**src/rtl/kfpga_config_loader.sv**
```systemverilog
// Feeds a byte-wide configuration bitstream into the kFPGA serial config chain,
// LSB first, one bit per clock, and watches the chain tail for stray ones.
module kfpga_config_loader #(
    parameter int unsigned CHAIN_LENGTH = 34688,
    parameter int unsigned DATA_WIDTH   = 8,
    parameter int unsigned CLEAR_CYCLES = 4
) (
    input  logic                  clock,
    input  logic                  nreset,
    input  logic                  start,
    input  logic                  abort,
    input  logic [DATA_WIDTH-1:0] s_data,
    input  logic                  s_valid,
    output logic                  s_ready,
    output logic                  chain_out,
    output logic                  chain_enable,
    output logic                  chain_nreset,
    input  logic                  chain_in,
    output logic                  busy,
    output logic                  done,
    output logic                  error
);

    localparam int CNT_W = $clog2(CHAIN_LENGTH + 1);
    localparam int SUM_W = $clog2(CHAIN_LENGTH + DATA_WIDTH + 2);
    localparam int IDX_W = (DATA_WIDTH > 1) ? $clog2(DATA_WIDTH) : 1;
    localparam int CLR_W = $clog2(CLEAR_CYCLES + 1);

    typedef enum logic [1:0] {IDLE, CLEAR, LOAD, DONE} state_t;

    state_t                state, next_state;
    logic [CLR_W-1:0]      clear_cnt;
    logic [CNT_W-1:0]      shifted;
    logic [DATA_WIDTH-1:0] buf_data;
    logic [IDX_W-1:0]      bit_idx;
    logic                  buf_valid;

    logic [SUM_W-1:0]      issued;
    logic [SUM_W-1:0]      pending;
    logic                  last_bit;
    logic                  final_bit;
    logic                  accept;
    logic                  shift_now;
    logic                  shift_bit;
    logic                  start_ok;

    // Bits already committed to the chain: counted ones plus the one on the wire now.
    assign issued    = SUM_W'(shifted) + SUM_W'(chain_enable);
    assign pending   = buf_valid ? (SUM_W'(DATA_WIDTH) - SUM_W'(bit_idx)) : '0;
    assign last_bit  = (bit_idx == IDX_W'(DATA_WIDTH - 1));
    assign final_bit = ((issued + SUM_W'(1)) == SUM_W'(CHAIN_LENGTH));
    assign s_ready   = (state == LOAD) && (!buf_valid || last_bit)
                     && ((issued + pending) < SUM_W'(CHAIN_LENGTH));
    assign accept    = s_valid && s_ready;
    // A word arriving into an empty buffer goes straight out as bit 0.
    assign shift_now = (state == LOAD) && (buf_valid || accept);
    assign shift_bit = buf_valid ? buf_data[bit_idx] : s_data[0];
    assign start_ok  = start && !abort && ((state == IDLE) || (state == DONE));

    always_comb begin
        // NOTE: default first so every path assigns next_state and no latch is inferred.
        next_state = state;
        if (abort) begin
            next_state = IDLE;
        end else begin
            case (state)
                IDLE:    if (start) next_state = CLEAR;
                CLEAR:   if (clear_cnt == CLR_W'(CLEAR_CYCLES - 1)) next_state = LOAD;
                LOAD:    if (issued == SUM_W'(CHAIN_LENGTH)) next_state = DONE;
                DONE:    if (start) next_state = CLEAR;
                default: next_state = IDLE;
            endcase
        end
    end

    always_ff @(posedge clock or negedge nreset) begin
        if (!nreset) begin
            state        <= IDLE;
            clear_cnt    <= '0;
            shifted      <= '0;
            chain_nreset <= 1'b1;
            busy         <= 1'b0;
            done         <= 1'b0;
            error        <= 1'b0;
        end else begin
            // NOTE: non-blocking assignments so all registers update from pre-edge values.
            state        <= next_state;
            chain_nreset <= (next_state != CLEAR);
            busy         <= (next_state == CLEAR) || (next_state == LOAD);
            done         <= (next_state == DONE);
            clear_cnt    <= (state == CLEAR) ? clear_cnt + CLR_W'(1) : '0;
            shifted      <= (next_state == CLEAR) ? '0 : shifted + CNT_W'(chain_enable);
            if (start_ok) begin
                error <= 1'b0;
            end else if ((state == LOAD) && chain_enable && chain_in) begin
                error <= 1'b1;
            end
        end
    end

    always_ff @(posedge clock or negedge nreset) begin
        if (!nreset) begin
            buf_data     <= '0;
            bit_idx      <= '0;
            buf_valid    <= 1'b0;
            chain_out    <= 1'b0;
            chain_enable <= 1'b0;
        end else if (abort) begin
            buf_valid    <= 1'b0;
            chain_out    <= 1'b0;
            chain_enable <= 1'b0;
        end else begin
            chain_enable <= shift_now;
            chain_out    <= shift_now ? shift_bit : 1'b0;
            if (shift_now) begin
                if (buf_valid) begin
                    if (final_bit) begin
                        buf_valid <= 1'b0;
                    end else if (last_bit) begin
                        buf_valid <= accept;
                        if (accept) begin
                            buf_data <= s_data;
                            bit_idx  <= '0;
                        end
                    end else begin
                        bit_idx <= bit_idx + IDX_W'(1);
                    end
                end else begin
                    buf_data  <= s_data;
                    bit_idx   <= IDX_W'(1);
                    buf_valid <= (DATA_WIDTH > 1) && !final_bit;
                end
            end
        end
    end

endmodule

```
**config.mk**
```make
export PLATFORM = sky130hd
export DESIGN_NAME = kfpga_config_loader
export DESIGN_NICKNAME = d
export VERILOG_FILES = /design/src/rtl/kfpga_config_loader.sv
export SDC_FILE = /design/constraint.sdc
export NUM_CORES = 1
export LEC_CHECK = 0
export BUFFER_PORTS_ARGS = -buffer_cell sky130_fd_sc_hd__buf_2
export CAP_MARGIN = 30
export CORE_MARGIN = 1.5
export CORE_UTILIZATION = 55
export CTS_CLUSTER_SIZE = 16
export DETAILED_ROUTE_END_ITERATION = 8
export GPL_ROUTABILITY_DRIVEN = 0
export PLACE_DENSITY = 0.77
export SLEW_MARGIN = 10
export SYNTH_ARGS = -nofsm -noshare
export SYNTH_HDL_FRONTEND = slang
export SYNTH_SLANG_ARGS = --single-unit
```
**constraint.sdc**
```tcl
create_clock -name clock -period 3.1 [get_ports clock]
set_input_delay 0.155 -clock clock [delete_from_list [all_inputs] [get_ports clock]]
set_output_delay 0.155 -clock clock [all_outputs]
set_load 0.005 [all_outputs]
```
==> results of run 1 <==
## worst register-to-register path: cells and delay by family (launching register included)
family	cells	cell delay [ns]
simple gates	3	0.48
flops	1	0.39
buf+inv	2	0.31
xor+xnor	1	0.20
compound gates	6	1.16
fa+ha+maj	2	0.40
## synth_stat cells (4+ instances only)
library cell   n
a21oi_1        8
dfrtp_1       38
nor4_1         6
nand2_1       20
buf_6          7
a31oi_1        7
inv_1         16
nor2_1        27
and3_1         4
mux2_4         8
nor3_1        12
ha_1          14
nand2b_1       4
and2_1         7
xnor2_1        9
xor2_1         6
o21ai_0        9
nand3_1        7
## logic make-up (layout without fill, tap and decap cells)
kind of cell             Yosys count  in the layout  synth area share, %
AO/OA/AOI/OAI                     60             60                16.52
XOR/XNOR                          16             16                5.297
adder cells (fa/ha/maj)           14             14                6.284
buffers and inverters             30             99                6.553
flip-flops                        39             39                35.05
multiplexers                      13             13                7.047
AND/OR/NAND/NOR                  114            114                23.25
## through the flow
| step | hold WS [ns] | setup TNS, ns | power [mW] | cells | setup slack [ns] |
|---|---|---|---|---|---|
| after floorplan | -0.1406 | 0 | 0.5942 | 286 | 0.02043 |
| after global placement | 0.3121 | -1.105 | 0.6418 | 406 | -0.1241 |
| after detailed placement | 0.3292 | -1.719 | 0.6458 | 406 | -0.1766 |
| after CTS | 0.007036 | 0 | 1.066 | 413 | 0.03948 |
| after global routing | 0.05328 | -0.4623 | 1.107 | 422 | -0.08131 |
| final | 0.05764 | 0 | 1.063 | 422 | 0.05163 |
## state kept, by name, indices dropped and copies added (netlist names)
register	flops
state	2
bit_idx	3
chain_out	1
clear_cnt	3
error	1
chain_enable	1
done	1
buf_valid	1
busy	1
buf_data	8
chain_nreset	1
shifted	16
## final cells by class
class                      instances  share of cell area, %
clock buffer                       5                  1.900
timing repair buffer              76                  15.16
clock inverter                     2                  1.036
multi-input combinational        217                  50.92
inverter                          16                  1.658
tap                               67                  2.314
sequential                        39                  27.01
## metal layers
layer	global-route usage (%)	routed length [um]	vias to the layer above
li1	-	-	1182
met1	34.84	2962	1239
met2	44.05	3532	102
met3	4.336	381	13
met4	14.61	180	0
met5	0	0	-
## power groups by stage
stage	combinational (mW)	clock (mW)	sequential, mW
after floorplan	0.0523	0	0.542
after global placement	0.0978	0	0.544
after detailed placement	0.101	0	0.544
after CTS	0.103	0.428	0.534
after global routing	0.125	0.445	0.537
final	0.112	0.417	0.535
## path summary, 6_finish.rpt
path	from	end	slack [ns]	cells past startpoint
max in group asynchronous	nreset	chain_nreset	2.46	3
min in group asynchronous	nreset	shifted[4]	0.20	2
setup reg to reg	shifted[0]	bit_idx[2]	0.05	14
setup / recovery	shifted[0]	bit_idx[2]	0.05	14
hold / removal	abort	buf_valid	0.06	2
hold reg to reg	clear_cnt[0]	clear_cnt[0]	0.43	1
## timing repair
item / in CTS / in global routing
gates resized for setup: 13 / 28
buffers inserted: 0 / 8
endpoints found under the setup margin: 26 / 29
gates cloned: 0 / 0
hold buffers: 0 / 1
hold endpoints to repair: 0 / 38
pin swaps: 0 / 12
==> flow_summary.yaml, run 1 <==
flow_run:
  drv_cap: 0
global_route:
  antenna_found_initial: 0
  grt_max_degree: 40
  grt_pass1_wl_um: 11120
  grt_pass1_vias: 2359
  track_usage_pct: 27.16
  globalRouteOverflowTotal: 0
power:
  p_int_mw: 0.8100
  cellLeakagePower_nw: 1.634
  clockPowerShare_pct: 39.2
  p_sw_share_pct: 23.83
  combPwrFrac_pct: 10.5
  worst_ir_drop_vdd_mv: 0.3870
  p_sw_mw: 0.2534
  power_density_nw_per_um2: 293.6
  seq_power_share_pct: 50.3
final_layout:
  area_delta_synth_final_pct: 29.94
  final_cell_mix: "52 x buf_4, 37 x dfrtp_1, 27 x nor2_1"
  drive_gt1_share_pct: 39.72
  fin_nets: 383
  final_area_um2: 3622
  n_antenna_cell: 0
  final_core_util_pct: 75.19
  multiInputGateArea_um2: 1844
  layout_commonest_cell: "buf_4"
  regArea_um2: 978.4
  n_fill_cell: 328
detailed_routing:
  routed_wl_um: 7057
  detail-route-antenna-nets: 0
  drt_pass1_iterations: 7
  vias_per_cell: 6.009
  drc: 0
  dr_total_vias: 2536
  wl_per_cell_um: 16.72
  drt_iter0_markers: 203
die:
  ios: 21
  coreArea_um2: 4817
  die_w_um: 74.20
  row_count: 25
  die_h_um: 74.20
  die-area_um2: 5505
  initial_core_util_pct: 57.87
worst_setup_path:
  endpoint_kind: "flip-flop"
  path_max_fanout: 4
  worstPathCellList: "buf_4 > ha_4 > and3_4 > xnor2_4 > ha_4 > a21oi_2 > o21ai_1 > and3_4 > a311o_1 > buf_4 > a211oi_4 > nor2b_1 > a41oi_1 > o21ai_1"
  crit_buf_inv: 2
  required_ns: 3.28
  crit_slowest_cell: "dfrtp_1"
  critPathMaxStageDelay_ns: 0.39
  crit_family: "compound AO/OA/AOI/OAI gates"
  critical_path_arrival_ns: 3.23
  worstSetupPathType: "reg -> reg"
  critPathLaunchType: "flip-flop"
timing:
  setup_viol: 0
  min_period_ns: 3.048
  finalCritPeriodShare_pct: 98.33
  slew_violations: 0
  rsz0062_at_grt: "true"
  worstMarginPinSlew_ns: 0.4812
  finalClockSkew_ns: 0.004998
  relSlewSlack_pct: 67.62
  finalHoldViolations: 0
  fmax_mhz: 328.0
yosys:
  syn-num-nets: 314
  ys_seq_area_share_pct: 35.05
  ys_warn_count: 0
  synth_top_area_cell: "dfrtp_1"
  synthDistinctLibCells: 67
  avgSynthCellArea_um2: 9.747
  synthFlopType: "dfrtp_1"
  synth_top_area_share_pct: 34.11
  synth_enable_flop_cells: 0
  mappedNetlistArea_um2: 2788
  synth-seq-cells: 39
  async_flop_share_pct: 100.0
  syn_inst: 286
  synth_area_leaders: "dfrtp_1 34%, ha_1 6.3%, mux2_4 4.3%"
run_status:
  outcome: "finished, final reports clean"
hold_path:
  hold_class: "in -> reg"
clocking:
  cts_max_level: 2
  cts_tree: "yes"
  clock_sinks: 39
  path_clk_slew_ns: 0.08
  cts-root-buf: "clkbuf_8"
  cts_buffer_depth: 2
  cts_made_buffers: 5
  worstSkewPairLatency_ns: 0.30
place:
  port_buffers: 20
  dpl_cell_area_um2: 3202
  hpwl_um: 4934
Power figures use the tool's default switching activity.
==> inputs of run 2 (changes only) <==
--- a/config.mk
+++ b/config.mk
@@ -5,6 +5,7 @@
 export SDC_FILE = /design/constraint.sdc
 export NUM_CORES = 1
 export LEC_CHECK = 0
+export ABC_CLOCK_PERIOD_IN_PS = 3900
 export BUFFER_PORTS_ARGS = -buffer_cell sky130_fd_sc_hd__buf_2
 export CAP_MARGIN = 30
 export CORE_MARGIN = 1.5
@@ -12,7 +13,7 @@
 export CTS_CLUSTER_SIZE = 16
 export DETAILED_ROUTE_END_ITERATION = 8
 export GPL_ROUTABILITY_DRIVEN = 0
-export PLACE_DENSITY = 0.77
+export PLACE_DENSITY = 0.74
 export SLEW_MARGIN = 10
 export SYNTH_ARGS = -nofsm -noshare
 export SYNTH_HDL_FRONTEND = slang
==> constraint.sdc (replaced) <==
create_clock -name clock -period 3.9 [get_ports clock]
set_input_delay 0.195 -clock clock [delete_from_list [all_inputs] [get_ports clock]]
set_output_delay 0.195 -clock clock [all_outputs]
set_load 0.005 [all_outputs]
==> run 2 against run 1 <==
- critical path type unchanged
- sequential cell count unchanged
- largest power group unchanged
- fmax down 15%
- final cell count shrank 11%
==> flow_summary.yaml, run 2 (synthesis gave the netlist of run 1 again) <==
run_status:
  outcome: "finished, final reports clean"
timing:
  rsz0062_at_grt: "false"
  setup_tns_ns: 0
  worstMarginPinSlew_ns: 0.4654
  fmax_mhz: 277.6
  setup_ws_ns: 0.2980
  setup_viol: 0
  slew_violations: 0
  min_period_ns: 3.602
  finalClockSkew_ns: 0.007690
  finalCritPeriodShare_pct: 92.36
  finalHoldViolations: 0
  relSlewSlack_pct: 68.75
die:
  coreArea_um2: 4817
  die_h_um: 74.20
  die-area_um2: 5505
  initial_core_util_pct: 57.87
  ios: 21
  die_w_um: 74.20
  row_count: 25
worst_setup_path:
  path_max_fanout: 12
  critPathMaxStageDelay_ns: 0.44
  worstSetupPathType: "reg -> reg"
  required_ns: 4.09
  rr_startpoint: "chain_enable"
  crit_top_cell: "ha_1"
  reg2reg_slack_ns: 0.30
  critical_path_arrival_ns: 3.79
  endpoint_kind: "flip-flop"
  crit_slowest_cell: "ha_1"
  worstPathCellList: "ha_1 > ha_2 > nand4_2 > nor3_1 > and4b_1 > o211ai_1 > nor4_1 > o21ai_0 > a21oi_1 > o2111a_1 > ha_1 > inv_1 > and2_1"
  critPathLaunchType: "flip-flop"
  reg2reg_to: "shifted[2]"
  reg2regPathDepth: 13
clocking:
  cts_made_buffers: 5
  cts_tree: "yes"
  cts_buffer_depth: 2
  path_clk_slew_ns: 0.08
  cts-root-buf: "clkbuf_8"
  clock_sinks: 39
  cts_max_level: 2
  worstSkewPairLatency_ns: 0.30
final_layout:
  largest_reg_flops: 16
  drive_gt1_share_pct: 22.73
  n_fill_cell: 435
  area_delta_synth_final_pct: 8.169
  fin_nets: 335
  final_core_util_pct: 62.60
  top_register: "shifted"
  n_antenna_cell: 0
  final_cell_mix: "38 x dfrtp_1, 27 x nor2_1, 20 x nand2_1, 20 x buf_2, 16 x inv_1"
  layout_commonest_cell: "dfrtp_1"
  largestRegisters: "shifted: 16 flops, buf_data: 8 flops"
detailed_routing:
  routed_wl_um: 5937
  dr_total_vias: 2236
  detail-route-antenna-nets: 0
  drt_iter0_markers: 204
  drt_pass1_iterations: 4
  drc: 0
  vias_per_cell: 5.963
  wl_per_cell_um: 15.83
hold_path:
  hold_path_end: "buf_valid"
  hold_path_depth: 2
  hold_class: "in -> reg"
  min-delay-start: "abort"
power:
  cellLeakagePower_nw: 1.365
  worst_ir_drop_vdd_mv: 0.2014
  power_density_nw_per_um2: 255.6
  total_power_mw: 0.7708
global_route:
  grt_pass1_wl_um: 10470
  grt_util_met3_pct: 4.336
  globalRouteOverflowTotal: 0
  track_usage_pct: 24.69
  met2_usage_pct: 38.19
  top_usage_layer: "met2"
  grt_use_met1_pct: 34.78
  grt_max_degree: 40
  grt_pass1_vias: 2174
  antenna_found_initial: 0
flow_run:
  drv_cap: 0
place:
  hpwl_um: 4360
  port_buffers: 20
  dp_slack_ns: 0.2193
[run 2: changes by cell type in the layout (fill, tap and decap cells not counted), sizes merged]
cell / previous run / this run
clkinvlp: 1 / 2
buf: 75 / 27
clkinv: 0 / 1
bufinv: 1 / 0
[run 2: worst max path at each step]
stage | slack [ns] | startpoint | end | cells past startpoint
floorplan | 0.82 | chain_enable | buf_data[0] | 12
global placement | 0.28 | chain_enable | shifted[15] | 13
detailed placement | 0.22 | chain_enable | shifted[2] | 13
CTS | 0.20 | chain_enable | shifted[14] | 13
global route | 0.005 | chain_enable | shifted[2] | 13
finish | 0.30 | chain_enable | shifted[2] | 13
[run 2: timing repair]
item	in CTS	in global routing
hold buffers	0	1
endpoints found under the hold margin	0	13
setup buffers	0	0
resized for setup	0	1
setup endpoints to repair	0	10
[run 2: cell type report]
type / instances / area [um2] / area share [%]
repair buffers: 28 / 175.2 / 5.809
inverters: 16 / 60.06 / 1.992
clock inverters: 3 / 20.02 / 0.6639
clock buffers: 5 / 68.82 / 2.282
multi-input cells: 217 / 1630 / 54.07
well taps: 67 / 83.83 / 2.780
flip-flops and latches: 39 / 977.2 / 32.41
[run 2: routing by layer]
layer | vias up | wire, um
met1 | 1089 | 2798
li1 | 1083 | -
met5 | - | 0
met4 | 0 | 105
met3 | 12 | 222
met2 | 52 | 2810
[run 2: where the power goes]
group          switching (mW)  internal (mW)
clock network           0.148          0.124
registers              0.0107          0.416
logic                  0.0415         0.0308
[run 2: critical path: cells and delay by family (launching register included)]
family          cells  cell delay, ns
simple gates        5            1.30
fa+ha+maj           3            0.95
compound gates      4            0.71
flops               1            0.40
buf+inv             1            0.14
[run 2: stage by stage]
step                      cell area (um2)  std cells  hold slack, ns
after floorplan                      2788        286         -0.1006
after global placement               2894        365          0.3591
after detailed placement             2894        365          0.3665
after CTS                            2983        373         0.04193
after global routing                 3015        375         0.07245
final                                3015        375         0.07837
==> inputs of run 3 (changes only) <==
--- a/config.mk
+++ b/config.mk
@@ -13,7 +13,7 @@
 export CTS_CLUSTER_SIZE = 16
 export DETAILED_ROUTE_END_ITERATION = 8
 export GPL_ROUTABILITY_DRIVEN = 0
-export PLACE_DENSITY = 0.74
+export PLACE_DENSITY = 0.81
 export SLEW_MARGIN = 10
 export SYNTH_ARGS = -nofsm -noshare
 export SYNTH_HDL_FRONTEND = slang
==> run 3 against run 2 <==
- register-to-register slack about the same
- sequential cell count unchanged
- via count up 0.58%
- largest power group unchanged
- highest routed layer unchanged
==> flow_summary.yaml, run 3 (synthesis gave the netlist of run 1 again) <==
place:
  port_buffers: 20
  hpwl_um: 4427
  dp_slack_ns: 0.3834
worst_setup_path:
  reg2regPathDepth: 11
  worstPathCellList: "ha_1 > ha_1 > nand4_2 > nor4_2 > xnor2_1 > a211oi_2 > nor3_1 > o211a_1 > o21ai_2 > o211a_2 > mux2_4"
  critical_path_arrival_ns: 3.78
  crit_family: "compound AO/OA/AOI/OAI gates"
  crit_slowest_cell: "ha_1"
  critPathMaxStageDelay_ns: 0.47
  crit_buf_inv: 0
  reg2reg_slack_ns: 0.30
  rr_startpoint: "chain_enable"
  worstSetupPathType: "reg -> reg"
  endpoint_kind: "flip-flop"
  reg2reg_to: "buf_data[1]"
  critPathLaunchType: "flip-flop"
  crit_top_cell: "ha_1"
  required_ns: 4.08
  path_max_fanout: 12
global_route:
  grt_pass1_vias: 2126
  track_usage_pct: 24.72
  globalRouteOverflowTotal: 0
  grt_max_degree: 40
  antenna_found_initial: 0
  grt_pass1_wl_um: 10340
clocking:
  clock_sinks: 39
  cts_tree: "yes"
  cts_buffer_depth: 2
  path_clk_slew_ns: 0.08
  worstSkewPairLatency_ns: 0.30
  cts_made_buffers: 5
  cts_max_level: 2
  cts-root-buf: "clkbuf_8"
final_layout:
  n_antenna_cell: 0
  n_fill_cell: 433
  largestRegisters: "shifted: 16 flops, buf_data: 8 flops"
  drive_gt1_share_pct: 22.04
  final_cell_mix: "38 x dfrtp_1, 27 x nor2_1, 20 x nand2_1, 20 x buf_2, 16 x inv_1"
  layout_commonest_cell: "dfrtp_1"
  fin_nets: 331
  area_delta_synth_final_pct: 7.585
  top_register: "shifted"
  largest_reg_flops: 16
detailed_routing:
  dr_total_vias: 2249
  detail-route-antenna-nets: 0
  vias_per_cell: 6.062
  drt_pass1_iterations: 4
  wl_per_cell_um: 16.44
  drt_iter0_markers: 254
  routed_wl_um: 6101
  drc: 0
timing:
  min_period_ns: 3.598
  finalClockSkew_ns: 0.01002
  finalHoldViolations: 0
  setup_ws_ns: 0.3022
  relSlewSlack_pct: 63.79
  setup_viol: 0
  fmax_mhz: 277.9
  worstMarginPinSlew_ns: 0.5392
  finalCritPeriodShare_pct: 92.25
  setup_tns_ns: 0
  rsz0062_at_grt: "false"
  slew_violations: 0
die:
  die-area_um2: 5505
  die_h_um: 74.20
  coreArea_um2: 4817
  row_count: 25
  ios: 21
  initial_core_util_pct: 57.87
  die_w_um: 74.20
power:
  worst_ir_drop_vdd_mv: 0.1953
  p_sw_mw: 0.2132
  seq_power_share_pct: 54.0
  clockPowerShare_pct: 36.6
  cellLeakagePower_nw: 1.344
  p_int_mw: 0.5764
  power_density_nw_per_um2: 263.3
  total_power_mw: 0.7896
  combPwrFrac_pct: 9.4
  p_sw_share_pct: 27.00
run_status:
  outcome: "finished, final reports clean"
flow_run:
  drv_cap: 0
hold_path:
  hold_path_depth: 2
  hold_class: "in -> reg"
  hold_path_end: "buf_valid"
  min-delay-start: "abort"
run 3: changes by cell type in the layout (fill, tap and decap cells not counted), sizes merged:
cell	previous run	this run
buf	27	23
clkinv	1	0
inv	16	17
run 3: final cells by class:
cell class	instances	area [um2]	area share, %
tap	67	83.83	2.795
clock buffer	5	68.82	2.295
timing repair buffer	24	152.6	5.090
multi-input combinational	217	1633	54.44
inverter	16	60.06	2.003
sequential	39	977.2	32.58
clock inverter	3	23.77	0.7927
run 3: power by group through the flow:
stage / Combinational, mW / Clock (mW) / Sequential (mW)
after floorplan: 0.0416 / 0 / 0.431
after global placement: 0.0688 / 0 / 0.434
after detailed placement: 0.0710 / 0 / 0.435
after CTS: 0.0713 / 0.294 / 0.427
after global routing: 0.0850 / 0.315 / 0.429
final: 0.0739 / 0.289 / 0.427
run 3: worst max-delay path by stage:
stage | end | slack (ns) | start | cells after the start
after floorplan | buf_data[0] | 0.82 | chain_enable | 12
after global placement | shifted[15] | 0.46 | chain_enable | 13
after detailed placement | buf_data[1] | 0.38 | chain_enable | 11
after CTS | buf_data[1] | 0.29 | chain_enable | 11
after global routing | buf_data[1] | 0.05 | chain_enable | 11
final | buf_data[1] | 0.30 | chain_enable | 11
run 3: per-stage QoR:
| stage | hold slack [ns] | util, % | instances | instance area [um2] |
|---|---|---|---|---|
| 4_1_cts | 0.02733 | 61.38 | 369 | 2957 |
| 6_report | 0.07844 | 62.26 | 371 | 2999 |
| 3_3_place_gp | 0.3564 | 59.45 | 361 | 2864 |
| 3_5_place_dp | 0.3552 | 59.45 | 361 | 2864 |
| 2_1_floorplan | -0.1006 | - | 286 | 2788 |
| 5_1_grt | 0.07951 | 62.26 | 371 | 2999 |
run 3: timing repair:
| item | in CTS | in global routing |
|---|---|---|
| gates resized for setup | 0 | 2 |
| endpoints found under the hold margin | 0 | 19 |
| hold buffers | 0 | 1 |
| buffers inserted | 0 | 0 |
| setup endpoints to repair | 0 | 12 |
run 3: per-layer routing:
metal	track usage [%]	part of all wire [%]	vias to the layer above	routed length, um
met5	0	0	-	0
met4	8.230	2.0	0	123
met3	5.285	5.8	15	351
met2	39.19	47	78	2850
met1	33.77	46	1079	2776
li1	-	-	1077	-
